<file path="config.mk">
export PLATFORM = sky130hd
export DESIGN_NAME = multicycle_main_cu_flat
export DESIGN_NICKNAME = d
export VERILOG_FILES = /design/src/rtl/multicycle_main_cu_if.sv /design/src/rtl/multicycle_main_cu.sv /design/src/flat_wrapper.sv
export SDC_FILE = /design/constraint.sdc
export NUM_CORES = 1
export LEC_CHECK = 0
export ABC_AREA = 1
export CAP_MARGIN = 20
export CELL_PAD_IN_SITES_DETAIL_PLACEMENT = 2
export CELL_PAD_IN_SITES_GLOBAL_PLACEMENT = 2
export CORE_UTILIZATION = 19
export DETAILED_ROUTE_END_ITERATION = 7
export GPL_TIMING_DRIVEN = 0
export PLACE_DENSITY = 0.86
export SETUP_SLACK_MARGIN = 0.02
export SYNTH_ARGS = -nofsm -noshare
export SYNTH_HDL_FRONTEND = slang
export SYNTH_SLANG_ARGS = --single-unit
</file>
<file path="constraint.sdc">
create_clock -name clk -period 2.6 [get_ports clk]
set_clock_uncertainty 0.05 [all_clocks]
set_input_delay 0.39 -clock clk [delete_from_list [all_inputs] [get_ports clk]]
set_output_delay 0.39 -clock clk [all_outputs]
set_load 0.02 [all_outputs]
</file>
<file path="src/rtl/multicycle_main_cu_if.sv">
// Control bundle between the multi-cycle main control FSM and the datapath/memory.
// master = control unit side, slave = datapath side.
interface multicycle_main_cu_if #(
    parameter int STATE_W = 4
);
    logic [5:0]         Opcode;
    logic               JumpReg;
    logic               mem_ready;
    logic               MemRead;
    logic               MemWrite;
    logic               IorD;
    logic               IRWrite;
    logic               RegDst;
    logic               MemtoReg;
    logic               RegWrite;
    logic               ALUSrcA;
    logic [1:0]         ALUSrcB;
    logic               ZeroExt;
    logic [2:0]         ALUOp;
    logic [1:0]         PCSource;
    logic               PCWrite;
    logic               PCWriteCond;
    logic               BranchNe;
    logic               Illegal;
    logic [STATE_W-1:0] state;

    modport master (
        input  Opcode, JumpReg, mem_ready,
        output MemRead, MemWrite, IorD, IRWrite, RegDst, MemtoReg, RegWrite,
               ALUSrcA, ALUSrcB, ZeroExt, ALUOp, PCSource, PCWrite, PCWriteCond,
               BranchNe, Illegal, state
    );

    modport slave (
        output Opcode, JumpReg, mem_ready,
        input  MemRead, MemWrite, IorD, IRWrite, RegDst, MemtoReg, RegWrite,
               ALUSrcA, ALUSrcB, ZeroExt, ALUOp, PCSource, PCWrite, PCWriteCond,
               BranchNe, Illegal, state
    );
endinterface

</file>
<file path="src/rtl/multicycle_main_cu.sv">
// Multi-cycle MIPS main control FSM: fetch/decode/execute/memory/writeback sequencing.
// Optional macro BNE_EN adds bne support (DECODE -> BRANCH with BranchNe asserted).
module multicycle_main_cu #(
    parameter int         STATE_W  = 4,
    parameter logic [5:0] OP_RTYPE = 6'h00,
    parameter logic [5:0] OP_LW    = 6'h23,
    parameter logic [5:0] OP_SW    = 6'h2B,
    parameter logic [5:0] OP_BEQ   = 6'h04,
    parameter logic [5:0] OP_J     = 6'h02,
    parameter logic [5:0] OP_ADDI  = 6'h08,
    parameter logic [5:0] OP_ANDI  = 6'h0C,
    parameter logic [5:0] OP_ORI   = 6'h0D,
    parameter logic [5:0] OP_BNE   = 6'h05
) (
    input  logic                clk,
    input  logic                reset,
    multicycle_main_cu_if.master bus
);

    typedef enum logic [STATE_W-1:0] {
        S_IDLE   = STATE_W'(0),
        S_FETCH  = STATE_W'(1),
        S_DECODE = STATE_W'(2),
        S_MEMADR = STATE_W'(3),
        S_MEMRD  = STATE_W'(4),
        S_MEMWB  = STATE_W'(5),
        S_MEMWR  = STATE_W'(6),
        S_EXEC   = STATE_W'(7),
        S_RWB    = STATE_W'(8),
        S_BRANCH = STATE_W'(9),
        S_JUMP   = STATE_W'(10),
        S_IEXEC  = STATE_W'(11),
        S_IWB    = STATE_W'(12)
    } state_t;

    state_t r_state;
    state_t w_next;

    always_ff @(posedge clk or posedge reset) begin
        if (reset) r_state <= S_IDLE;
        else       r_state <= w_next;
    end

    assign bus.state = r_state;

    always_comb begin
        w_next          = r_state;
        bus.MemRead     = 1'b0;
        bus.MemWrite    = 1'b0;
        bus.IorD        = 1'b0;
        bus.IRWrite     = 1'b0;
        bus.RegDst      = 1'b0;
        bus.MemtoReg    = 1'b0;
        bus.RegWrite    = 1'b0;
        bus.ALUSrcA     = 1'b0;
        bus.ALUSrcB     = 2'b00;
        bus.ZeroExt     = 1'b0;
        bus.ALUOp       = 3'b000;
        bus.PCSource    = 2'b00;
        bus.PCWrite     = 1'b0;
        bus.PCWriteCond = 1'b0;
        bus.BranchNe    = 1'b0;
        bus.Illegal     = 1'b0;

        case (r_state)
            S_IDLE: w_next = S_FETCH;

            S_FETCH: begin
                bus.MemRead = 1'b1;
                bus.ALUSrcB = 2'b01;
                bus.IRWrite = bus.mem_ready;
                bus.PCWrite = bus.mem_ready;
                if (bus.mem_ready) w_next = S_DECODE;
            end

            S_DECODE: begin
                bus.ALUSrcB = 2'b11;
                case (bus.Opcode)
                    OP_LW, OP_SW:             w_next = S_MEMADR;
                    OP_RTYPE:                 w_next = S_EXEC;
                    OP_BEQ:                   w_next = S_BRANCH;
`ifdef BNE_EN
                    OP_BNE:                   w_next = S_BRANCH;
`endif
                    OP_J:                     w_next = S_JUMP;
                    OP_ADDI, OP_ANDI, OP_ORI: w_next = S_IEXEC;
                    default: begin
                        bus.Illegal = 1'b1;
                        w_next      = S_FETCH;
                    end
                endcase
            end

            S_MEMADR: begin
                bus.ALUSrcA = 1'b1;
                bus.ALUSrcB = 2'b10;
                w_next      = (bus.Opcode == OP_SW) ? S_MEMWR : S_MEMRD;
            end

            S_MEMRD: begin
                bus.MemRead = 1'b1;
                bus.IorD    = 1'b1;
                if (bus.mem_ready) w_next = S_MEMWB;
            end

            S_MEMWB: begin
                bus.RegWrite = 1'b1;
                bus.MemtoReg = 1'b1;
                w_next       = S_FETCH;
            end

            S_MEMWR: begin
                bus.MemWrite = 1'b1;
                bus.IorD     = 1'b1;
                if (bus.mem_ready) w_next = S_FETCH;
            end

            S_EXEC: begin
                bus.ALUSrcA = 1'b1;
                bus.ALUOp   = 3'b010;
                if (bus.JumpReg) begin
                    bus.PCWrite  = 1'b1;
                    bus.PCSource = 2'b11;
                    w_next       = S_FETCH;
                end else begin
                    w_next = S_RWB;
                end
            end

            S_RWB: begin
                bus.RegWrite = 1'b1;
                bus.RegDst   = 1'b1;
                bus.ALUOp    = 3'b010;
                w_next       = S_FETCH;
            end

            S_BRANCH: begin
                bus.ALUSrcA     = 1'b1;
                bus.ALUOp       = 3'b001;
                bus.PCWriteCond = 1'b1;
                bus.PCSource    = 2'b01;
`ifdef BNE_EN
                bus.BranchNe    = (bus.Opcode == OP_BNE);
`endif
                w_next          = S_FETCH;
            end

            S_JUMP: begin
                bus.PCWrite  = 1'b1;
                bus.PCSource = 2'b10;
                w_next       = S_FETCH;
            end

            // IWB re-decodes the stable opcode so the ALU result stays valid for writeback.
            S_IEXEC, S_IWB: begin
                if (r_state == S_IEXEC) begin
                    bus.ALUSrcA = 1'b1;
                    bus.ALUSrcB = 2'b10;
                    w_next      = S_IWB;
                end else begin
                    bus.RegWrite = 1'b1;
                    w_next       = S_FETCH;
                end
                if (bus.Opcode == OP_ANDI) begin
                    bus.ALUOp   = 3'b011;
                    bus.ZeroExt = 1'b1;
                end else if (bus.Opcode == OP_ORI) begin
                    bus.ALUOp   = 3'b100;
                    bus.ZeroExt = 1'b1;
                end
            end

            default: w_next = S_FETCH;
        endcase
    end

endmodule
</file>
<file path="src/flat_wrapper.sv">
// flat-port wrapper written by rule: the top's interface ports become plain ports
module multicycle_main_cu_flat 
#(
    parameter int         STATE_W  = 4,
    parameter logic [5:0] OP_RTYPE = 6'h00,
    parameter logic [5:0] OP_LW    = 6'h23,
    parameter logic [5:0] OP_SW    = 6'h2B,
    parameter logic [5:0] OP_BEQ   = 6'h04,
    parameter logic [5:0] OP_J     = 6'h02,
    parameter logic [5:0] OP_ADDI  = 6'h08,
    parameter logic [5:0] OP_ANDI  = 6'h0C,
    parameter logic [5:0] OP_ORI   = 6'h0D,
    parameter logic [5:0] OP_BNE   = 6'h05
)
  (clk, reset, bus_Opcode, bus_JumpReg, bus_mem_ready, bus_MemRead, bus_MemWrite, bus_IorD, bus_IRWrite, bus_RegDst, bus_MemtoReg, bus_RegWrite, bus_ALUSrcA, bus_ALUSrcB, bus_ZeroExt, bus_ALUOp, bus_PCSource, bus_PCWrite, bus_PCWriteCond, bus_BranchNe, bus_Illegal, bus_state);
  multicycle_main_cu_if #(.STATE_W(STATE_W)) bus_i ();
  input  logic clk;
  input  logic reset;
  input wire logic [$bits(bus_i.Opcode)-1:0] bus_Opcode;
  input wire logic [$bits(bus_i.JumpReg)-1:0] bus_JumpReg;
  input wire logic [$bits(bus_i.mem_ready)-1:0] bus_mem_ready;
  output wire logic [$bits(bus_i.MemRead)-1:0] bus_MemRead;
  output wire logic [$bits(bus_i.MemWrite)-1:0] bus_MemWrite;
  output wire logic [$bits(bus_i.IorD)-1:0] bus_IorD;
  output wire logic [$bits(bus_i.IRWrite)-1:0] bus_IRWrite;
  output wire logic [$bits(bus_i.RegDst)-1:0] bus_RegDst;
  output wire logic [$bits(bus_i.MemtoReg)-1:0] bus_MemtoReg;
  output wire logic [$bits(bus_i.RegWrite)-1:0] bus_RegWrite;
  output wire logic [$bits(bus_i.ALUSrcA)-1:0] bus_ALUSrcA;
  output wire logic [$bits(bus_i.ALUSrcB)-1:0] bus_ALUSrcB;
  output wire logic [$bits(bus_i.ZeroExt)-1:0] bus_ZeroExt;
  output wire logic [$bits(bus_i.ALUOp)-1:0] bus_ALUOp;
  output wire logic [$bits(bus_i.PCSource)-1:0] bus_PCSource;
  output wire logic [$bits(bus_i.PCWrite)-1:0] bus_PCWrite;
  output wire logic [$bits(bus_i.PCWriteCond)-1:0] bus_PCWriteCond;
  output wire logic [$bits(bus_i.BranchNe)-1:0] bus_BranchNe;
  output wire logic [$bits(bus_i.Illegal)-1:0] bus_Illegal;
  output wire logic [$bits(bus_i.state)-1:0] bus_state;
  assign bus_i.Opcode = bus_Opcode;
  assign bus_i.JumpReg = bus_JumpReg;
  assign bus_i.mem_ready = bus_mem_ready;
  assign bus_MemRead = bus_i.MemRead;
  assign bus_MemWrite = bus_i.MemWrite;
  assign bus_IorD = bus_i.IorD;
  assign bus_IRWrite = bus_i.IRWrite;
  assign bus_RegDst = bus_i.RegDst;
  assign bus_MemtoReg = bus_i.MemtoReg;
  assign bus_RegWrite = bus_i.RegWrite;
  assign bus_ALUSrcA = bus_i.ALUSrcA;
  assign bus_ALUSrcB = bus_i.ALUSrcB;
  assign bus_ZeroExt = bus_i.ZeroExt;
  assign bus_ALUOp = bus_i.ALUOp;
  assign bus_PCSource = bus_i.PCSource;
  assign bus_PCWrite = bus_i.PCWrite;
  assign bus_PCWriteCond = bus_i.PCWriteCond;
  assign bus_BranchNe = bus_i.BranchNe;
  assign bus_Illegal = bus_i.Illegal;
  assign bus_state = bus_i.state;
  multicycle_main_cu #(.STATE_W(STATE_W), .OP_RTYPE(OP_RTYPE), .OP_LW(OP_LW), .OP_SW(OP_SW), .OP_BEQ(OP_BEQ), .OP_J(OP_J), .OP_ADDI(OP_ADDI), .OP_ANDI(OP_ANDI), .OP_ORI(OP_ORI), .OP_BNE(OP_BNE)) u_core (.clk(clk), .reset(reset), .bus(bus_i));
endmodule
</file>
Word-level counts from Yosys, hierarchy flattened
Index checks and enable logic that the tools add are counted.
{"block": "op_classes", "n_reduce_logical": 11, "n_eq_ne": 22, "div_mod_pow": 0, "n_addsub": 0, "shift": 0, "mux": 33, "bitwise_logic": 0, "magnitude_cmp": 0, "n_mul": 0}
{"op": "$pmux W4 S7", "n": 1}
{"op": "$eq A4 B4 Y1 const B", "n": 5}
{"op": "$mux W4", "n": 5}
{"op": "$pmux W4 S5", "n": 1}
{"op": "$eq A6 B4 Y1 const B", "n": 3}
{"op": "$eq A4 B3 Y1 const B", "n": 4}
{"op": "$mux W1", "n": 15}
{"op": "$eq A6 B6 Y1 const B", "n": 2}
{"op": "$reduce_or A2 Y1", "n": 6}
{"op": "$pmux W3 S3", "n": 1}
{"op": "$eq A4 B2 Y1 const B", "n": 2}
{"op": "$pmux W2 S4", "n": 1}
{"op": "$reduce_or A8 Y1", "n": 1}
{"op": "$eq A6 B2 Y1 const B", "n": 1}
{"op": "$eq A6 B3 Y1 const B", "n": 1}
{"op": "$logic_not A6 Y1", "n": 1}
{"op": "$mux W2", "n": 3}
{"op": "$mux W3", "n": 2}
{"op": "$ne A2 B2 Y1 const B", "n": 3}
{"op": "$pmux W2 S3", "n": 1}
{"op": "$reduce_or A3 Y1", "n": 2}
{"op": "$eq A4 B1 Y1 const B", "n": 1}
{"op": "$pmux W1 S2", "n": 2}
{"op": "$pmux W1 S3", "n": 1}
{"op": "$reduce_and A3 Y1", "n": 1}
{"block": "word_totals", "wordCells": 67, "ramBits": 0, "latch_bits": 0, "output_inout_bits": 24, "mem_count": 0, "romBits": 0, "reg_bits": 4}

Logic depth before layout (Yosys ltp)
{"block": "logic_depth", "ltp_word": 4, "mapped_depth": 10, "ltp_nobuf": 10}

Worst setup path after synthesis
No wires, ideal clock.
{"block": "synth_timing", "path_type": "reg-to-output", "startpoint": "reg u_core.r_state[3], in the netlist u_core.bus.state[3]", "endpoint": "out bus_PCWrite", "setup_slack_ps": 513, "required_time_ps": 2160, "path_stages_with_launch": 6, "arrival_time_ps": 1647, "path_cell_list": "dfrtp_1 inv_1 nor2_2 inv_1 o21ai_0 or2_1"}
{"block": "synth_via", "elab_chain_len": 2}
{"item": "start: declaration", "line_no": "multicycle_main_cu.sv:36", "text": "state_t r_state;"}
{"item": "start signal: assignment", "line_no": "multicycle_main_cu.sv:41", "text": "else r_state <= w_next;"}
{"item": "$eq A4 B4 Y1 (tied with other cells)", "line_no": "multicycle_main_cu.sv:65", "text": "case (r_state)"}
{"item": "$pmux W1 S3 (*)", "line_no": "multicycle_main_cu.sv:65"}
{"item": "end: declaration", "line_no": "flat_wrapper.sv:34", "text": "output wire logic [$bits(bus_i.PCWrite)-1:0] bus_PCWrite;"}
Mark *: on every way between the ends. The rest lies on a longest branch, timed or not.

Worst setup path after layout
{"block": "layout_timing", "startpoint": "reg u_core.r_state[2], in the netlist u_core.bus.state[2]", "endpoint": "out bus_IRWrite"}
{"block": "layout_via", "elab_chain_len": 2}
{"item": "$eq A4 B1 Y1", "line_no": "multicycle_main_cu.sv:65"}
{"item": "$mux W1", "line_no": "multicycle_main_cu.sv:65"}
{"item": "end: declaration", "line_no": "flat_wrapper.sv:25", "text": "output wire logic [$bits(bus_i.IRWrite)-1:0] bus_IRWrite;"}
Every way passes these cells.

==> results.txt <==
Sequential cell area fraction in the yosys report = 15.8%
Post-CTS sizing = 1
DRT antenna net count = 0
Sw frac = 53.9%
Pre-antenna DRT Iters = 4
Period utilization = 93.8%
Slowest cell delay on critical path = 630 ps
Fin. max-slew vios = 0
Setup crit start kind = flip-flop
Most frequent CP cell = nor2_2
Unrepaired setup endpoints after global routing = no
GPL Wtd Cong = 0.793
Gr ovfl total = 0
Final Util = 33.5%
Post-synth top area cell = dfrtp_1
DR WL/cell = 12.8 microns
Syn Area/Cell = 5.46 sq um
Initial Util = 20.4%
H-tree depth = 1
Die ar. = 0.00357 sq mm
Die width = 59.7 microns
Maximum operating frequency = 410 MHz
Core Area = 0.00310 sq mm
Reg-to-reg critical path startpoint = u_core.bus.state[0]
Die Ht = 59.7 microns
Top post-synthesis cells by area = dfrtp_1, nand2_1, inv_1, nor2_1, nor2_4
Clock slew at reported path FFs = 40 ps
Setup tns final = 0 ps
Row count = 20
Final Hold Fails = 0
Cells after Synth = 116
Fin cells = 195
Crit-path max FO = 7
Dpl cells = 192
Remaining DRCs = 0
Minimum clock period = 2440 ps
Share of cells above drive strength 1 = 17.9%
Starting DRT DRC Count = 11
Postcts setup bufs = 0
Crit path capture type = output pin
Area growth syn-to-layout = 64.4%
Critical path's slowest cell = clkdlybuf4s50_1
I/O Pins = 34
Vias in the first global route = 876
CTS tree = built
Clock share of power = 8.4%
Clock latency on the worst-skew pair = 240 ps
CP cell instances = nor2_2 > inv_2 > nor2_4 > inv_1 > nor2_2 > clkdlybuf4s50_1
Psw = 0.000512 W
Root buffer selected by CTS = clkbuf_4
Comb power frac = 77.5%
Total Nets Final = 163
Vias post-DR = 839
Post-synth net total = 126
Largest net degree at the start of global routing = 8
Final Setup Violations = 0
CTS Buf Count = 3
CP arrival = 2000 ps
Final WL = 2.50 mm
Max-Cap Viols = 0
First-pass GRT wire length = 3.99 mm
Outcome = completed
# port buffers = 32
Leakage = 0.538 nW
N_diodes = 0
Initial antenna violation count = 0
R2R cell count = 7
Sequential power share = 14.1%
Worst endpoint required time = 2160 ps
Int Pwr = 0.000439 W
Longest Clk Path Bufs = 2
Worst IR drop on VDD = 0.413 mV
Pwr dens = 913 mW/mm^2
Critical path type = flip-flop to output pin
Worst min-delay path category = primary input to async pin
HPWL Detailed = 2.12 mm
Synth top area share = 15.8%
Drt via density = 4.30
Worst R2R End = u_core.bus.state[0]
Largest register FFs = 4
Synthesized flop and latch total = 4
Post-Synthesis Cell Area = 633 sq um
GRT Total Usage = 15.0%
Clock Sinks = 4
Distinct cells, synth = 22
Register-to-Register Setup Slack = 1150 ps
Hold buffers post-CTS = 0
Ys Warns = 0
## how the worst max path moves through the flow
stage / startpoint / endpoint / depth (start not counted)
after floorplan: u_core.bus.state[3] / bus_PCWrite / 5
after global placement: bus_Opcode[5] / bus_Illegal / 8
after detailed placement: bus_Opcode[3] / bus_Illegal / 9
after CTS: u_core.bus.state[2] / bus_PCWrite / 7
after global routing: bus_Opcode[3] / bus_Illegal / 9
final: u_core.bus.state[2] / bus_IRWrite / 6
## critical path, delay by kind of cell, from the launching register on
kind          cells  cell delay, ps
flops             1             470
simple gates      3             490
buf+inv           3             800
## synthesized netlist by cell type
| library cell | instances |
|---|---|
| nand2_1 | 24 |
| inv_1 | 22 |
| nor2_1 | 22 |
| nand3_1 | 8 |
| nand2_2 | 5 |
| nor2_2 | 5 |
| dfrtp_1 | 4 |
| nor2_4 | 4 |
| a21oi_1 | 3 |
| inv_2 | 3 |
| o21ai_0 | 3 |
| nor3_1 | 2 |
| o22ai_1 | 2 |
| and2_4 | 1 |
| buf_4 | 1 |
| clkinv_2 | 1 |
| conb_1 | 1 |
| nand2_4 | 1 |
| nand4_1 | 1 |
| nor3b_2 | 1 |
| o21ai_1 | 1 |
| or2_1 | 1 |
## cell families after synthesis
group,count (synthesis),synth area share (%)
and+or+nand+nor,75,59.3
buffers and inverters,27,16.8
other,1,0.592
AOI/OAI and AO/OA,9,7.51
DFF,4,15.8
## power groups by stage
| stage | clock (W) | combinational [W] | sequential (W) |
|---|---|---|---|
| after detailed placement | 0 | 0.000746 | 0.000135 |
| after global routing | 0.0000862 | 0.000800 | 0.000138 |
| final | 0.0000800 | 0.000736 | 0.000134 |
| after CTS | 0.0000827 | 0.000749 | 0.000135 |
| after global placement | 0 | 0.000724 | 0.000131 |
| after floorplan | 0 | 0.000422 | 0.000153 |
## final cells by class
class,count,area (sq um)
fillers,400,2060
multi-input cells,85,432
repair buffers,32,325
flip-flops and latches,4,100
inverters,26,98.8
well taps,44,55.1
clock buffers,3,22.5
plain buffers,1,7.51
## cell usage in the layout, fill, tap and decap left out
| cell type | Yosys | routed |
|---|---|---|
| clkbuf_4 | 0 | 3 |
| o21ai_0 | 3 | 3 |
| nor3_1 | 2 | 2 |
| nand2_2 | 5 | 5 |
| inv_1 | 22 | 22 |
| clkinv_2 | 1 | 1 |
| and2_4 | 1 | 1 |
| nor2_4 | 4 | 4 |
| conb_1 | 1 | 1 |
| inv_2 | 3 | 3 |
| nor2_1 | 22 | 20 |
| clkdlybuf4s15_1 | 0 | 1 |
| nor3b_2 | 1 | 1 |
| dlymetal6s2s_1 | 0 | 2 |
| nor2_2 | 5 | 7 |
| buf_4 | 1 | 1 |
| clkdlybuf4s50_1 | 0 | 29 |
| o22ai_1 | 2 | 2 |
| nand2_4 | 1 | 1 |
| nand3_1 | 8 | 8 |
| o21ai_1 | 1 | 1 |
| nand4_1 | 1 | 1 |
| dfrtp_1 | 4 | 4 |
| or2_1 | 1 | 1 |
| nand2_1 | 24 | 24 |
| a21oi_1 | 3 | 3 |
## metal layers
metal	global-route usage [%]	vias up	share of wire [%]
li1	-	418	-
met1	19.2	400	44
met2	26.7	21	52
met3	1.95	0	3.6
met4	2.99	0	0
met5	0	-	0
## metrics by stage
step	area [sq um]	hold WS [ps]	setup WS (ps)	power [W]
finish	1040	318	162	0.000951
global route	1040	321	32.4	0.00102
CTS	1030	326	22.5	0.000966
detailed placement	1010	537	-187	0.000882
global placement	1010	526	-106	0.000855
floorplan	633	106	513	0.000575
Note: power is estimated with default switching activity, not from simulation.
==> patch (config.mk and constraints unchanged) <==
The option `BNE_EN` is turned on by a define.
--- a/src/rtl/multicycle_main_cu.sv
+++ b/src/rtl/multicycle_main_cu.sv
@@ -1,5 +1,7 @@
 // Multi-cycle MIPS main control FSM: fetch/decode/execute/memory/writeback sequencing.
 // Optional macro BNE_EN adds bne support (DECODE -> BRANCH with BranchNe asserted).
+`define BNE_EN
+
 module multicycle_main_cu #(
     parameter int         STATE_W  = 4,
     parameter logic [5:0] OP_RTYPE = 6'h00,
Check against the original RTL: not equivalent (Yosys sat finds a counterexample within 4 cycles, from zero or initial values and one cycle with reset high).
==> patch against the unedited design <==
  * Sequential cell count did not move
  * Critical path depth increased by 2
  * Worst setup slack got worse by 0.021 ns
  * Design area fell by 7.7%
  * Wire length shrank 4.3%
  * Total power decreased by 13%
  * Sequential share of layout area rose by 0.80 points
  * Synthesized area is 13% lower
  * Via count fell by 2.3%
  * Non-clock buffer count stayed put
  * Highest routed layer is now met4
==> patch: results <==
export IMPL_maxSlewHeadroom_pct=81.1
export IMPL_grt_total_usage_pct=16.1
export IMPL_synth_compound_area_share_pct=9.32
export IMPL_cp_max_fo=6
export IMPL_port_buffers=33
export IMPL_clock_latency_ns=0.24
export IMPL_met2_usage_pct=28.6
export IMPL_maxUsedRoutingLayer="met4"
export IMPL_wl_per_cell_um=13.7
export IMPL_rr_startpoint="u_core.bus.state[3]"
export IMPL_ir_drop_mv=0.508
export IMPL_p_leak_nw=0.591
export IMPL_grt_pass1_wl_um=3950
export IMPL_rrSetupSlack_ns=1.12
export IMPL_syn_nets=117
export IMPL_grt_use_met1_pct=20.6
export IMPL_final_nets=155
export IMPL_muxShareOfSynthArea_pct=0
export IMPL_grt_max_degree=8
export IMPL_ys_types=20
export IMPL_vias=820
export IMPL_initialDrtViolationCount=25
export IMPL_outcome="complete, no violations"
export IMPL_r2r_end="u_core.bus.state[2]"
export IMPL_met3_usage_pct=1.40
export IMPL_ys_flop_type="dfrtp_1"
export IMPL_worstPathArrival_ns=2.02
export IMPL_drive_gt1_share_pct=8.39
export IMPL_n_antenna_cell=0
export IMPL_gp_congestion=0.770
export IMPL_dr_wl_met3_um=59
export IMPL_holdWs_ns=0.303
export IMPL_reg2reg_depth=8
export IMPL_startpoint="bus_Opcode[4]"
export IMPL_pre_cts_slack_ns=-0.0777
export IMPL_synthTopCellsByArea="nand2_1 (20%), dfrtp_1 (18%), nor2_1 (16%)"
export IMPL_cts_setup_buffers=0
export IMPL_synthTopCellsByCount="nand2_1 (30), nor2_1 (23), inv_1 (18), nand3_1 (9), dfrtp_1 (4)"
export IMPL_grt_pass1_vias=858
export IMPL_wl_met2_um=1220
export IMPL_wl_met1_um=1080
export IMPL_dp_hpwl_um=2030
export IMPL_ys_seq_area_share_pct=18.2
patch: cells by family (layout without fill, tap and decap cells):
logic type | after synthesis | in the layout
simple gates | 74 | 74
buf+inv | 20 | 56
compound gates | 9 | 9
flops | 4 | 4
patch: worst max-delay path: stages:
cell	delay [ns]
clkdlybuf4s50_1	0.47
nor2_4	0.19
nand2_1	0.09
nor2_1	0.18
inv_1	0.08
and3_1	0.17
and3_1	0.15
dlygate4sd2_1	0.31
patch: metrics by stage:
step | std cells | util (%) | cell area, um^2 | total power (W) | TNS, ns
final | 174 | 34.8 | 961 | 0.000827 | 0
after global routing | 174 | 34.8 | 961 | 0.000889 | 0
after CTS | 174 | 34.1 | 941 | 0.000835 | 0
after detailed placement | 171 | 33.3 | 920 | 0.000753 | -0.0777
after global placement | 171 | 33.3 | 920 | 0.000736 | -0.00821
after floorplan | 107 | - | 551 | 0.000465 | 0
patch: where the power goes:
part           switching, W  internal, W
logic              0.000378     0.000254
clock network     0.0000254    0.0000516
registers         0.0000331    0.0000851
patch: cell type report:
type	count	area (um^2)
clock buffers	3	22.5
fillers	350	1800
inverters	20	76.3
multi-input cells	83	379
flip-flops and latches	4	100
well taps	31	38.8
repair buffers	33	344
patch: repair_timing:
| item | 4_1_cts | 5_1_grt |
|---|---|---|
| hold buffers | 0 | 0 |
| setup endpoints to repair | 1 | 6 |
| resized for setup | 1 | 8 |
| pin swaps | 0 | 0 |
| endpoints found under the hold margin | 0 | 0 |
patch: worst max-delay path by stage:
stage	endpoint	slack, ns	depth (start not counted)
4_1_cts	bus_PCWrite	0.02	7
5_1_grt	bus_Illegal	0.05	8
3_5_place_dp	bus_Illegal	-0.08	8
2_1_floorplan	bus_BranchNe	0.63	4
3_3_place_gp	bus_Illegal	-0.008	8
6_report	bus_Illegal	0.14	8
